===== src/rtl/countdown_timer_pkg.sv =====
// Shared types and defaults for the countdown timer.
package countdown_timer_pkg;

    localparam int unsigned WIDTH_DEFAULT = 5;

    typedef enum logic [1:0] {
        IDLE = 2'd0,
        RUN  = 2'd1,
        DONE = 2'd2
    } state_t;

endpackage


===== src/rtl/countdown_timer_down_count_reg.sv =====
// Down-counter register with clear, parallel load and non-wrapping decrement.
module down_count_reg
    import countdown_timer_pkg::*;
#(
    parameter int unsigned WIDTH = WIDTH_DEFAULT
) (
    input  logic             clk,
    input  logic             rst,
    input  logic             clr,
    input  logic             load,
    input  logic             dec,
    input  logic [WIDTH-1:0] load_val,
    output logic [WIDTH-1:0] count,
    output logic             is_zero,
    output logic             is_one
);

    assign is_zero = (count == '0);
    assign is_one  = (count == WIDTH'(1));

    // Priority: clear, then load, then decrement; decrement saturates at zero.
    always_ff @(posedge clk or negedge rst) begin
        if (!rst) begin
            count <= '0;
        end else if (clr) begin
            count <= '0;
        end else if (load) begin
            count <= load_val;
        end else if (dec && !is_zero) begin
            count <= count - WIDTH'(1);
        end
    end

endmodule


===== src/rtl/countdown_timer.sv =====
// Countdown timer: loads a value on start, decrements on tick, pulses done at zero.
module countdown_timer
    import countdown_timer_pkg::*;
#(
    parameter int unsigned WIDTH = WIDTH_DEFAULT
) (
    input  logic             clk,
    input  logic             rst,
    input  logic             start,
    input  logic [WIDTH-1:0] load_val,
    input  logic             tick,
    input  logic             abort,
    output logic [WIDTH-1:0] count,
    output logic             busy,
    output logic             done
);

    state_t state;
    state_t state_next;
    logic   cnt_clr;
    logic   cnt_load;
    logic   cnt_dec;
    logic   cnt_is_zero;
    logic   cnt_is_one;

    down_count_reg #(
        .WIDTH(WIDTH)
    ) u_down_count_reg (
        .clk     (clk),
        .rst     (rst),
        .clr     (cnt_clr),
        .load    (cnt_load),
        .dec     (cnt_dec),
        .load_val(load_val),
        .count   (count),
        .is_zero (cnt_is_zero),
        .is_one  (cnt_is_one)
    );

    always_ff @(posedge clk or negedge rst) begin
        if (!rst) begin
            state <= IDLE;
            done  <= 1'b0;
        end else begin
            state <= state_next;
            done  <= (state_next == DONE);
        end
    end

    always_comb begin
        state_next = state;
        cnt_clr    = 1'b0;
        cnt_load   = 1'b0;
        cnt_dec    = 1'b0;
        case (state)
            IDLE: begin
                // A zero load skips RUN entirely; count is already zero here.
                if (start && !abort) begin
                    if (load_val == '0) begin
                        state_next = DONE;
                    end else begin
                        cnt_load   = 1'b1;
                        state_next = RUN;
                    end
                end
            end
            RUN: begin
                if (abort) begin
                    cnt_clr    = 1'b1;
                    state_next = IDLE;
                end else if (tick && !cnt_is_zero) begin
                    cnt_dec = 1'b1;
                    if (cnt_is_one) begin
                        state_next = DONE;
                    end
                end
            end
            DONE: begin
                state_next = IDLE;
            end
            default: begin
                cnt_clr    = 1'b1;
                state_next = IDLE;
            end
        endcase
    end

    assign busy = (state == RUN);

endmodule


===== config.mk =====
export PLATFORM = sky130hd
export DESIGN_NAME = countdown_timer
export DESIGN_NICKNAME = d
export VERILOG_FILES = /design/src/rtl/countdown_timer_pkg.sv /design/src/rtl/countdown_timer_down_count_reg.sv /design/src/rtl/countdown_timer.sv
export SDC_FILE = /design/constraint.sdc
export NUM_CORES = 1
export LEC_CHECK = 0
export ABC_AREA = 1
export BUFFER_PORTS_ARGS = -buffer_cell sky130_fd_sc_hd__clkbuf_2
export CAP_MARGIN = 0
export CORE_UTILIZATION = 30
export CTS_CLUSTER_DIAMETER = 200
export CTS_CLUSTER_SIZE = 24
export DETAILED_ROUTE_END_ITERATION = 8
export GPL_TIMING_DRIVEN = 1
export SYNTH_ARGS = -nofsm -noshare
export SYNTH_HDL_FRONTEND = slang
export SYNTH_HIERARCHICAL = 1
export SYNTH_SLANG_ARGS = --single-unit

===== constraint.sdc =====
create_clock -name clk -period 1.7 [get_ports clk]
set_clock_uncertainty 0.1 [all_clocks]
set_input_delay 0.085 -clock clk [delete_from_list [all_inputs] [get_ports clk]]
set_output_delay 0.085 -clock clk [all_outputs]
set_load 0.01 [all_outputs]

# ---- Word level (Yosys, flattened, before mapping)
# Cells that the tools add are included.
dict set report totals {
  ff_bits 8
  latch_bits 0
  ramBits 0
  romBits 0
  in_bits 10
  out_inout_bits 7
  n_memories 0
}
dict set report op_classes {
  n_addsub 1
  mul 0
  div 0
  order_cmp 0
  n_eq_ne 4
  shifts 0
  muxes 17
  bitwise 0
  reduce_logical 10
}
# cell count
set op_table {}
lappend op_table {{$mux W5} 3}
lappend op_table {{$logic_not A5 Y1} 2}
lappend op_table {{$mux W2} 5}
lappend op_table {{$mux W1} 7}
lappend op_table {{$eq A5 B1 Y1 const B} 1}
lappend op_table {{$sub A5 B1 Y5 const B} 1}
lappend op_table {{$eq A2 B2 Y1 const B} 2}
lappend op_table {{$pmux W2 S2} 1}
lappend op_table {{$logic_and A1 B1 Y1} 3}
lappend op_table {{$reduce_bool A3 Y1} 1}
lappend op_table {{$eq A2 B1 Y1 const B} 1}
lappend op_table {{$logic_not A1 Y1} 2}
lappend op_table {{$logic_not A2 Y1} 1}
lappend op_table {{$pmux W1 S2} 1}
lappend op_table {{$reduce_or A2 Y1} 1}

# ---- Depth between registers and ports, before layout
# Gate-level depths: netlist of run 1.
dict set report depth {
  depth_word 10
  ltp_mapped 11
  ltp_nobuf 11
}

# ---- Cells and area by module
# Netlist of run 1, hierarchy kept.
# mod n_inst cells_per_inst area_per_inst_um2
set modules_own_cells {}
lappend modules_own_cells {down_count_reg 1 56 387.9}
lappend modules_own_cells {countdown_timer 1 32 200.2}

# ---- Worst setup path before layout of run 1
# OpenSTA, ideal clock, no wires.
dict set report synth_path {
  path_type {register to register}
  startpoint {register u_down_count_reg.count[0]}
  endpoint {register u_down_count_reg.count[4]}
  setup_time_ns 0.066
  arrival_ns 1.676
  t_required_ns 1.534
  setup_slack_ns -0.142
  path_stages_with_launch 12
  n_path_buf 0
  cell_sequence {dfrtp_1 inv_1 ha_1 nand3_2 inv_1 inv_1 nand2_1 nor3_1 nand2_4 a21oi_4 nand2_1 nand2_1}
}
dict set report synth_between {
  elab_chain_len 8
}
# element line_no
set synth_rtl {}
lappend synth_rtl {{start, declared} countdown_timer_down_count_reg.sv:13} ;# output logic [WIDTH-1:0] count,
lappend synth_rtl {{start signal, assigned} countdown_timer_down_count_reg.sv:28} ;# count <= load_val;
lappend synth_rtl {{start signal, assigned} countdown_timer_down_count_reg.sv:30} ;# count <= count - WIDTH'(1);
lappend synth_rtl {{$logic_not A5 Y1} countdown_timer_down_count_reg.sv:18} ;# assign is_zero = (count == '0);
lappend synth_rtl {{via cnt_is_zero} countdown_timer.sv:23} ;# logic cnt_is_zero;
lappend synth_rtl {{$logic_not A1 Y1} countdown_timer.sv:71} ;# end else if (tick && !cnt_is_zero) begin
lappend synth_rtl {{$logic_and A1 B1 Y1} countdown_timer.sv:71}
lappend synth_rtl {{$mux W1} countdown_timer.sv:71}
lappend synth_rtl {{$mux W1} countdown_timer.sv:68} ;# if (abort) begin
lappend synth_rtl {{$mux W1} countdown_timer.sv:55} ;# case (state)
lappend synth_rtl {{via cnt_dec} countdown_timer.sv:22} ;# logic cnt_dec;
lappend synth_rtl {{$logic_and A1 B1 Y1} countdown_timer_down_count_reg.sv:29} ;# end else if (dec && !is_zero) begin
lappend synth_rtl {{$reduce_bool A3 Y1 (no line)} n/a}
# The timed path passes the listed nets, and every way through them passes these cells. The select of a mux whose other input is x is not followed.
# A chain may end at the register's enable or synchronous reset.

# ---- Worst setup path after layout of run 1
dict set report layout_path {
  startpoint {register u_down_count_reg.count[1]}
  endpoint {register u_down_count_reg.count[3]}
}
# Same word-level chain as after synthesis.

==> results.py, run 1 <==
metrics = {
    "power": {
        "leakagePower_nw": 0.4560,
        "ir_drop_uv": 480.5,
        "total_power_mw": 1.118,
        "power_density_nw_per_um2": 1374,
    },
    "job": {
        "drv_cap": 0,
    },
    "cts": {
        "htree_levels": 1,
        "clockBufferDepth": 2,
        "cts_root_buf": "clkbuf_4",
        "cts_sinks": 8,
        "cts_tree": "built",
        "numCtsBuffers": 3,
        "path_clk_slew_ps": 50,
        "clock_latency_ps": 250,
    },
    "synthesis": {
        "synth-main-ff-cell": "dfrtp_1",
        "yosysMostFrequentCell": "nand2_1",
        "yosysTopAreaCell": "dfrtp_1",
        "yosysSeqAreaShare": 0.3404,
        "synth_compound_area_frac": 0.07021,
        "synth_async_sr_flop_share": 1.000,
        "synthAdderAreaFrac": 0.04255,
        "synth_area_leaders": "dfrtp_1 (34%), nand2_1 (20%), inv_1 (7.7%)",
        "synth_top_family_by_area": "simple AND/OR/NAND/NOR gates",
        "muxShareOfSynthArea": 0,
        "synthXorXnorAreaFrac": 0.01489,
        "synth-simple-area-share": 0.4255,
        "synth.net_count": 100,
        "syn_inst": 88,
        "synth_top_area_share": 0.3404,
        "synth-seq-cells": 8,
        "avgSynthCellArea_um2": 6.683,
        "synth_cell_types": 20,
        "yosysWarnings": 6,
        "netlist_top_cells_count": "nand2_1 (32), inv_1 (12), dfrtp_1 (8)",
        "syn_area_um2": 588.1,
        "synth_edf_count": 0,
    },
    "timing": {
        "setup_viol": 0,
        "slew_viol_final": 0,
        "min_period_ps": 1629,
        "relSlewSlack": 0.7861,
        "fin_crit_sh": 0.9583,
        "hold_viol": 0,
        "fin_ws_ps": 70.91,
        "fmax_mhz": 613.8,
        "tightest_slew_ps": 320.8,
    },
    "critical_path": {
        "critPathBufInv": 4,
        "critical_path.slowest_cell": "dfrtp_1",
        "crit_chain": "inv_2 -> ha_4 -> nand3_2 -> inv_1 -> inv_1 -> nand2_2 -> nor3_4 -> nand2_4 -> buf_4 -> nand4_1 -> nand2_1",
        "worstPathMaxFanout": 4,
        "end_kind": "flip-flop",
        "cp_common_cell": "inv_1",
        "critPathLaunchType": "flip-flop",
        "slowest_delay_ps": 360,
        "crit_family": "simple AND/OR/NAND/NOR gates",
        "critPathRequiredTime_ps": 1740,
        "crit_type": "flip-flop to flip-flop",
        "arrival_ps": 1660,
    },
    "min_path": {
        "min_path_type": "input port to flip-flop",
    },
    "floorplan": {
        "die_x_um": 46.28,
        "io_pins": 17,
        "rows": 15,
        "die_area_um2": 2141,
        "core_um2": 1783,
        "die_h_um": 46.28,
        "start_util": 0.3298,
    },
    "drt": {
        "drt_iter0_drc": 20,
        "post_drt_via_cell_ratio": 4.436,
        "wl_per_cell_um": 9.557,
        "finalWirelength_um": 1338,
        "vias": 621,
        "ant_nets": 0,
        "drc": 0,
        "dr.pass1.iters": 4,
    },
    "global_route": {
        "grt_max_degree": 9,
        "overflow": 0,
        "grt_util_all_layers": 0.1520,
        "first_global_vias": 533,
        "antenna_found_initial": 0,
        "grt_pass1_wl_um": 2152,
    },
    "layout": {
        "final_layout_size_suffix_gt1_frac": 0.3739,
        "n_antenna_cell": 0,
        "final_nets": 129,
        "area_growth_syn_to_layout_pct": 38.30,
        "nFillCells": 203,
        "post-route-util": 0.4561,
    },
    "placement": {
        "pre_cts_ws_ps": 93.10,
        "gp_routability_congestion": 0.7726,
        "numPortBuffers": 16,
        "dp_hpwl_um": 1065,
    },
    "run_status": {
        "status": "complete, no violations",
    },
}
## where the power goes
group / total [mW] / switching (mW) / internal, mW
Sequential: 0.288 / 0.0444 / 0.243
Clock: 0.140 / 0.0598 / 0.0805
Combinational: 0.690 / 0.372 / 0.318
Total: 1.12 / 0.476 / 0.642
## worst reg2reg max path: cells and delay by family (launching register included)
kind,cells,cell delay (ps)
adders and majority gates,1,170
buffers and inverters,4,300
DFF,1,360
and+or+nand+nor,6,580
## sequential cells by signal (all words and copies together), names as in the netlist
name	flops
u_down_count_reg/count	5
state	2
done	1
## through the flow
stage / area [µm²] / instances / TNS, ps / hold slack [ps]
floorplan: 595.6 / 88 / 0 / -310.6
global placement: 739.5 / 133 / 0 / -163.2
detailed placement: 739.5 / 133 / 0 / -155.0
CTS: 772.0 / 137 / 0 / 42.83
global route: 813.3 / 140 / -45.98 / 78.28
finish: 813.3 / 140 / 0 / 49.85
## what timing repair did
| item | in CTS | in global routing |
|---|---|---|
| setup endpoints to repair | 0 | 5 |
| hold endpoints to repair | 8 | 0 |
| setup buffers | 0 | 3 |
| hold buffers | 1 | 0 |
| gates resized for setup | 0 | 5 |
## worst paths after layout
check / start / slack (ps) / end / cells past startpoint
max: u_down_count_reg/count[1] / 70 / u_down_count_reg/count[3] / 11
min: load_val[4] / 50 / u_down_count_reg/count[4] / 5
max reg2reg: u_down_count_reg/count[1] / 70 / u_down_count_reg/count[3] / 11
min reg2reg: u_down_count_reg/count[4] / 520 / u_down_count_reg/count[4] / 2
max in group asynchronous: rst / 1210 / state[1] / 2
min in group asynchronous: rst / 110 / u_down_count_reg/count[3] / 2
## cell families after synthesis
family	Yosys count
compound gates	6
fa+ha+maj	2
xor+xnor	1
flops	8
simple gates	55
buf+inv	16
## cell usage in the layout, fill, tap and decap left out
master and n:
a21oi_1 1, a21oi_4 1, buf_4 8, clkbuf_2 16, clkbuf_4 3, clkinv_2 1
dfrtp_1 8, dlygate4sd3_1 1, ha_1 1, ha_4 1, inv_1 10, inv_2 4
nand2_1 31, nand2_2 3, nand2_4 1, nand3_1 3, nand3_2 1, nand4_1 5
nor2_1 7, nor2_2 3, nor3_4 1, o21ai_0 3, o21ai_1 1, xnor2_1 1
## per-layer routing
metal  track usage  vias to the layer above  share of wire
met3       0.01176                        2          0.059
li1              -                      325              -
met1        0.1904                      268           0.44
met4        0.1412                        0          0.020
met5             0                        -              0
met2        0.2282                       26           0.48
## layout make-up
type	instances	area, µm²	area share
Sequential cell	8	200.2	0.2462
Multi-Input combinational cell	64	351.6	0.4323
Clock buffer	3	22.52	0.02769
Inverter	15	57.56	0.07077
Tap cell	25	31.28	0.03846
Timing Repair Buffer	25	150.1	0.1846
(Power assumes the default switching activity.)
==> run 2: changes to the inputs <==
- ABC_AREA: 1 -> unset
==> results.py, run 2 <==
metrics = {
    "drt": {
        "ant_nets": 0,
        "vias": 588,
        "finalWirelength_um": 1534,
        "wl_per_cell_um": 12.57,
        "dr.pass1.iters": 4,
        "drt_iter0_drc": 13,
        "post_drt_via_cell_ratio": 4.820,
        "drc": 0,
    },
    "global_route": {
        "antenna_found_initial": 0,
        "grt_util_all_layers": 0.1741,
        "first_global_vias": 565,
        "grt_max_degree": 9,
        "grt_pass1_wl_um": 2442,
        "overflow": 0,
    },
    "cts": {
        "cts_root_buf": "clkbuf_4",
        "path_clk_slew_ps": 50,
        "cts_sinks": 8,
        "clockBufferDepth": 2,
        "htree_levels": 1,
        "clock_latency_ps": 250,
        "numCtsBuffers": 3,
        "cts_tree": "built",
    },
    "critical_path": {
        "crit_type": "flip-flop to flip-flop",
        "r2r_slack_ps": -290,
        "crit_family": "simple AND/OR/NAND/NOR gates",
        "critPathRequiredTime_ps": 1740,
        "cp_common_cell": "inv_2",
        "end_kind": "flip-flop",
        "critPathBufInv": 2,
        "critPathLaunchType": "flip-flop",
        "slowest_delay_ps": 470,
        "arrival_ps": 2040,
        "worstPathMaxFanout": 8,
        "crit_chain": "inv_2 -> ha_4 -> or4b_4 -> inv_2 -> nor2b_2 -> and3_4 -> a21o_1 -> a311oi_2",
        "critical_path.slowest_cell": "or4b_4",
    },
    "synthesis": {
        "syn_inst": 55,
        "synth_area_leaders": "dfrtp_1 (37%), a2111oi_4 (5.0%), ha_1 (4.6%)",
        "synth-seq-cells": 8,
        "netlist_top_cells_count": "dfrtp_1 (8), inv_1 (6), nor2b_1 (4)",
        "synth_cell_types": 28,
        "synth-main-ff-cell": "dfrtp_1",
        "synth_edf_count": 0,
        "yosysTopAreaCell": "dfrtp_1",
        "yosysWarnings": 6,
        "synth.net_count": 67,
        "syn_area_um2": 546.8,
        "avgSynthCellArea_um2": 9.941,
        "yosysSeqAreaShare": 0.3661,
        "synth_async_sr_flop_share": 1.000,
        "synth_top_area_share": 0.3661,
        "yosysMostFrequentCell": "dfrtp_1",
    },
    "layout": {
        "largest_reg_flops": 5,
        "top_regs": "u_down_count_reg/count (5), state (2), done (1)",
        "area_growth_syn_to_layout_pct": 70.02,
        "final_common_cell": "buf_4",
        "final_layout_size_suffix_gt1_frac": 0.5670,
        "n_antenna_cell": 0,
        "fin_cells": 122,
        "most-common-layout-cells": "buf_4 (21), clkbuf_2 (16), dfrtp_1 (8)",
        "final_nets": 111,
        "regMostFlops": "u_down_count_reg/count",
    },
    "timing": {
        "fin_ws_ps": -292.4,
        "tns_ps": -1204,
        "hold_viol": 0,
        "slew_viol_final": 0,
        "rsz0062_at_grt": "true",
        "fmax_mhz": 501.9,
        "tightest_slew_ps": 519.0,
        "setup_viol": 5,
        "relSlewSlack": 0.6533,
        "hold_ws_ps": 34.71,
        "min_period_ps": 1992,
        "fin_crit_sh": 1.172,
    },
    "floorplan": {
        "io_pins": 17,
        "die_area_um2": 1997,
        "core_um2": 1708,
        "rows": 15,
        "die_h_um": 44.69,
        "die_x_um": 44.69,
        "start_util": 0.3201,
    },
    "placement": {
        "gp_routability_congestion": 0.7872,
        "numPortBuffers": 16,
        "dp.cells": 112,
        "dp_hpwl_um": 1140,
    },
    "power": {
        "total_power_mw": 1.031,
        "ir_drop_uv": 570.9,
        "leakagePower_nw": 0.4328,
        "power_density_nw_per_um2": 1110,
    },
    "job": {
        "drv_cap": 0,
    },
    "min_path": {
        "min_path_type": "input port to flip-flop",
    },
    "run_status": {
        "violations": "setup timing",
        "status": "complete, but fails checks",
    },
}
==> run 2: cell types whose count changed after synthesis, sizes merged, moves of 2 or more <==
| cell | change |
|---|---|
| nor3 | +2 |
| or4b | +2 |
| nand4 | -5 |
| a311oi | +2 |
| inv | -8 |
| nor2b | +4 |
| nand2 | -32 |
| a2111oi | +2 |
| nand4b | +2 |
| nand3 | -2 |
| a21boi | +2 |
| o21ai | -4 |
| nor2 | -7 |
==> run 2: metal layers <==
metal | track usage | part of all wire | wire length, µm
met2 | 0.3000 | 0.50 | 770
met1 | 0.2105 | 0.46 | 699
met5 | 0 | 0 | 0
met4 | 0.01818 | 0 | 0
met3 | 0.07200 | 0.042 | 65
==> run 2: cell families (layout without fill, tap and decap cells) <==
logic type / after synthesis / after routing / share of synthesized area
buf+inv: 8 / 50 / 0.07093
flops: 8 / 8 / 0.3661
fa+ha+maj: 2 / 2 / 0.04576
compound gates: 14 / 14 / 0.2517
simple gates: 23 / 23 / 0.2654
==> run 2: worst reg2reg max path, delay by kind of cell, from the launching register on <==
kind | cells | cell delay, ps
buf+inv | 2 | 150
fa+ha+maj | 1 | 130
compound gates | 2 | 440
simple gates | 3 | 690
flops | 1 | 380
==> run 2: repair_timing <==
action / 4_1_cts / 5_1_grt
gates resized for setup: 2 / 5
pin swaps: 2 / 4
hold buffers: 4 / 0
setup endpoints to repair: 6 / 8
endpoints found under the hold margin: 11 / 0
cloned: 0 / 0
setup buffers: 1 / 2
==> run 2: power by group <==
| group | switching (mW) | internal (mW) | total (mW) |
|---|---|---|---|
| logic | 0.292 | 0.339 | 0.631 |
| clock network | 0.0614 | 0.0805 | 0.142 |
| registers | 0.0250 | 0.234 | 0.259 |
| total | 0.378 | 0.653 | 1.03 |
==> run 2: final cells by class <==
| type | instances | area, µm² |
|---|---|---|
| repair buffers | 41 | 277.8 |
| fillers | 149 | 778.2 |
| inverters | 6 | 22.52 |
| well taps | 25 | 31.28 |
| multi-input cells | 39 | 375.4 |
| flip-flops and latches | 8 | 200.2 |
| clock buffers | 3 | 22.52 |
==> run 2: metrics by stage <==
step	cell area (µm²)	utilization	worst slack, ps
after detailed placement	803.3	0.4703	-317.2
after global routing	929.6	0.5443	-347.4
after CTS	885.9	0.5187	-268.0
final	929.6	0.5443	-292.4
after global placement	803.3	0.4703	-277.2
after floorplan	573.1	-	-376.9
==> run 2: final timing paths <==
kind | start | end | depth (start not counted)
hold / removal | start | done | 3
max in group asynchronous | rst | u_down_count_reg/count[0] | 2
setup reg to reg | u_down_count_reg/count[0] | u_down_count_reg/count[0] | 8
setup / recovery | u_down_count_reg/count[0] | u_down_count_reg/count[0] | 8
min in group asynchronous | rst | done | 2
hold reg to reg | state[0] | state[0] | 2
